**src/rtl/clk_div_multi.sv**
```systemverilog
// rtl/clk_div_multi.sv - multi-channel programmable 50%-duty clock divider
// Each channel: posedge counter FSM plus a negedge half-cycle flop for odd ratios.
module clk_div_multi #(
   parameter int WIDTH  = 8,
   parameter int NUM_CH = 2
) (
   input  logic                    Ref_Clk,
   input  logic                    rst,
   input  logic [NUM_CH-1:0]       en,
   input  logic [NUM_CH*WIDTH-1:0] div_ratio,
   output logic [NUM_CH-1:0]       clk_out,
   output logic [NUM_CH-1:0]       tick,
   output logic [NUM_CH-1:0]       active,
   output logic [NUM_CH-1:0]       ratio_err
);

   typedef enum logic {ST_IDLE, ST_RUN} state_t;

   for (genvar i = 0; i < NUM_CH; i++) begin : g_ch
      state_t           state_q, state_d;
      logic [WIDTH-1:0] cnt_q, cnt_d;
      logic [WIDTH-1:0] ns_q, ns_d;
      logic [WIDTH-1:0] ld_ratio, ld_ns, cnt_inc;
      logic             pos_q, pos_d;
      logic             neg_q;
      logic             tick_q, tick_d;
      logic             err_q, err_d;
      logic             ld_bad, at_end;

      assign ld_ratio = div_ratio[i*WIDTH +: WIDTH];
      assign ld_bad   = ld_ratio < WIDTH'(2);
      assign ld_ns    = ld_bad ? WIDTH'(2) : ld_ratio;
      assign cnt_inc  = cnt_q + WIDTH'(1);
      assign at_end   = (cnt_q == ns_q - WIDTH'(1));

      always_comb begin
         state_d = state_q;
         cnt_d   = cnt_q;
         ns_d    = ns_q;
         pos_d   = pos_q;
         tick_d  = 1'b0;
         err_d   = err_q;
         case (state_q)
            ST_IDLE: begin
               cnt_d = '0;
               pos_d = 1'b0;
               if (en[i]) begin
                  state_d = ST_RUN;
                  ns_d    = ld_ns;
                  err_d   = ld_bad;
                  pos_d   = 1'b1;
                  tick_d  = 1'b1;
               end
            end
            ST_RUN: begin
               if (at_end) begin
                  cnt_d = '0;
                  if (en[i]) begin
                     ns_d   = ld_ns;
                     err_d  = ld_bad;
                     pos_d  = 1'b1;
                     tick_d = 1'b1;
                  end else begin
                     // Stop only at the boundary so the last period is never cut short.
                     state_d = ST_IDLE;
                     pos_d   = 1'b0;
                     err_d   = 1'b0;
                  end
               end else begin
                  cnt_d = cnt_inc;
                  pos_d = (cnt_inc < (ns_q >> 1));
               end
            end
            default: state_d = ST_IDLE;
         endcase
      end

      always_ff @(posedge Ref_Clk or negedge rst) begin
         if (!rst) begin
            state_q <= ST_IDLE;
            cnt_q   <= '0;
            ns_q    <= WIDTH'(2);
            pos_q   <= 1'b0;
            tick_q  <= 1'b0;
            err_q   <= 1'b0;
         end else begin
            state_q <= state_d;
            cnt_q   <= cnt_d;
            ns_q    <= ns_d;
            pos_q   <= pos_d;
            tick_q  <= tick_d;
            err_q   <= err_d;
         end
      end

      // Stretches the high phase by half a cycle for odd ratios.
      always_ff @(negedge Ref_Clk or negedge rst) begin
         if (!rst) neg_q <= 1'b0;
         else      neg_q <= pos_q & ns_q[0];
      end

      assign clk_out[i]   = pos_q | neg_q;
      assign tick[i]      = tick_q;
      assign active[i]    = (state_q == ST_RUN);
      assign ratio_err[i] = err_q;
   end

endmodule

```
**config.mk**
```make
export PLATFORM = sky130hd
export DESIGN_NAME = clk_div_multi
export DESIGN_NICKNAME = d
export VERILOG_FILES = /design/src/rtl/clk_div_multi.sv
export SDC_FILE = /design/constraint.sdc
export NUM_CORES = 1
export LEC_CHECK = 0
export CAP_MARGIN = 20
export CORE_ASPECT_RATIO = 0.9
export CORE_UTILIZATION = 60
export DETAILED_ROUTE_END_ITERATION = 6
export PLACE_DENSITY = 0.89
export SETUP_SLACK_MARGIN = 0.4
export SLEW_MARGIN = 15
export SYNTH_ARGS = -nofsm -noshare
export SYNTH_HDL_FRONTEND = slang
export SYNTH_SLANG_ARGS = --single-unit
```
**constraint.sdc**
```tcl
create_clock -name Ref_Clk -period 4.05 [get_ports Ref_Clk]
set_input_delay 0.405 -clock Ref_Clk [delete_from_list [all_inputs] [get_ports Ref_Clk]]
set_output_delay 0.405 -clock Ref_Clk [all_outputs]
set_load 0.05 [all_outputs]
```
==> impl_metrics.ini <==
[route]
wl_per_cell_um = 15.9
antenna_left = 0
first_iter_violations = 175
drt-pass1-iter-count = 4
drt-vias-per-instance = 5.78
routed_wl_um = 5680
drc_errors = 0
vias = 2065

[cells_and_area]
ff_latch_area_um2 = 1050
multi_input_area_um2 = 1490
final_cell_mix = dfrtp_1 (38), clkdlybuf4s50_1 (24), inv_1 (23)
areaGrowthSynthToFinish_pct = 13.9
finalNetCount = 332
fillCellCount = 312
final_common_cell = dfrtp_1
layoutNonFillerInstCount = 357
n_antenna_cell = 0
drive_gt1_frac = 0.135

[floorplanning]
boundaryPins = 28
chipHeight_um = 65.9
die_w_um = 73.0
row_count = 22
die_area_um2 = 4810
core-area_um2 = 4210
initial_core_util = 0.646

[pwr]
swShare = 0.436
p_leak_nw = 1.33
max-vdd-ir-drop_mv = 0.539
powerDensity_nw_per_um2 = 823
share_comb_of_total_power = 0.517
seq_power_share = 0.346
clock_power_share = 0.137
intPower_mw = 1.44
switching_power_mw = 1.11

[clock_network]
clock_latency_ps = 300
clk_pin_slew_ps = 80
cts_buffers = 5
cts_setup_buffers = 0
cts_tree = yes
root_buffer = clkbuf_8
cts.sinks = 42
cts_max_level = 2
clockBufferDepth = 2

[timing]
skew_ps = 3.78
timing.hold.ws_ps = 22.5
finalSetupTns_ps = 0
finalSetupViolCount = 0
tightest_slew_ps = 777
max_slew_margin = 0.469
rsz0062_at_grt = no
hold_viol = 0
slew_viol_final = 0

[setup_path]
startpoint = g_ch[0].neg_q
crit_fanout = 1
crit_arrival_ps = 3130
critPathKind = reg -> out
worstPathRequired_ps = 3640
startpoint_type = flop
r2r_setup_slack_ps = 1150
worst_r2r_startpoint = g_ch[1].ns_q[0]
endpoint_kind = primary output

[yosys]
synth_top_area_frac = 0.349
synth_top_area_cell = dfrtp_1
ys_async_sr_fraction = 1.00
synthTopCellsByArea = dfrtp_1 (35%), ha_1 (7.4%), mux2_2 (5.4%), xnor2_1 (5.1%), xor2_1 (4.8%)
syn_nets = 311
synth_edf_count = 0
synth_ff_type = dfrtp_1
synth_area_um2 = 2720
avgSynthCellArea_um2 = 9.90
synthCells = 275
ys_seq_elements = 42
ys_types = 59
yosys_warnings = 0
yosysSeqAreaShare = 0.387

[grt]
grt_max_degree = 26
grt_usage = 0.275
grt_pass1_wl_um = 9740
gr-total-overflow = 0
first_global_vias = 2089
antenna_found_initial = 0

[place]
io_buffers = 27
gp_congestion = 0.896
hpwlAfterDp_um = 4240
dp_cells = 349

[worst_hold_path]
holdCritPathClass = in -> async

[job]
cap_viol_max_count = 0

[outcome]
status = finished clean
layout make-up:
type | instances | area share
repair buffers | 29 | 0.0872
clock inverters | 1 | 0.00969
clock buffers | 7 | 0.0279
flip-flops and latches | 42 | 0.340
multi-input cells | 194 | 0.482
well taps | 60 | 0.0242
inverters | 24 | 0.0291
worst max-delay path, cell delays in order (launching register included):
cell	delay, ps
dfrtn_1	320
or2_2	270
buf_2	210
synth_stat cells, types with 3 or more instances:
cell type	n
dfrtp_1	38
inv_1	23
ha_1	16
xnor2_1	16
xor2_1	15
nand2_1	14
nor2_1	14
mux2_2	13
nand3_1	10
nor2b_1	7
nor3_1	7
o21ai_0	7
a21oi_1	6
buf_4	6
nor3b_1	6
clkbuf_1	5
mux2i_1	5
a21boi_0	4
nand2b_1	4
o2111ai_1	4
buf_2	3
nor4_1	3
stage by stage:
stage	utilization	cell area, um^2	worst slack (ps)	total power, mW
CTS	0.739	3110	383	2.56
floorplan	-	2720	927	1.87
global route	0.736	3100	500	2.78
global placement	0.711	2990	366	2.12
detailed placement	0.711	2990	345	2.19
finish	0.736	3100	517	2.55
state kept, by name, summed over array words and instances, names as in the netlist:
signal        count
g_ch.cnt_q       16
g_ch.ns_q        16
g_ch.err_q        2
g_ch.neg_q        2
g_ch.pos_q        2
g_ch.state_q      2
g_ch.tick_q       2
kinds of logic after synthesis:
family          after synthesis  share of synthesized area
mux                          18                     0.0722
simple gates                 86                      0.181
xor+xnor                     31                     0.0998
buf+inv                      39                     0.0639
compound gates               43                      0.123
fa+ha+maj                    16                     0.0736
flops                        42                      0.387
worst paths after layout:
kind | end | depth (start not counted)
hold / removal | g_ch[1].tick_q | 1
max in group asynchronous | g_ch[0].neg_q | 1
setup / recovery | clk_out[0] | 2
hold reg to reg | g_ch[1].cnt_q[0] | 1
min in group Ref_Clk | g_ch[1].cnt_q[0] | 1
setup reg to reg | g_ch[1].ns_q[5] | 8
metal layers:
metal | vias up | global-route usage | routed length [um]
li1 | 1002 | - | -
met1 | 997 | 0.381 | 2750
met2 | 56 | 0.420 | 2550
met3 | 10 | 0.0473 | 264
met4 | 0 | 0.118 | 115
met5 | - | 0 | 0
repair_timing:
| item | 4_1_cts | 5_1_grt |
|---|---|---|
| hold buffers | 0 | 0 |
| endpoints found under the setup margin | 2 | 2 |
| resized for setup | 6 | 4 |
power groups by stage:
stage / Sequential [mW] / Combinational [mW] / Clock (mW)
3_3_place_gp: 0.872 / 1.25 / 0
4_1_cts: 0.876 / 1.33 / 0.352
3_5_place_dp: 0.881 / 1.31 / 0
6_report: 0.884 / 1.32 / 0.349
2_1_floorplan: 0.768 / 1.11 / 0
5_1_grt: 0.914 / 1.49 / 0.373
Power figures use the tool's default switching activity.
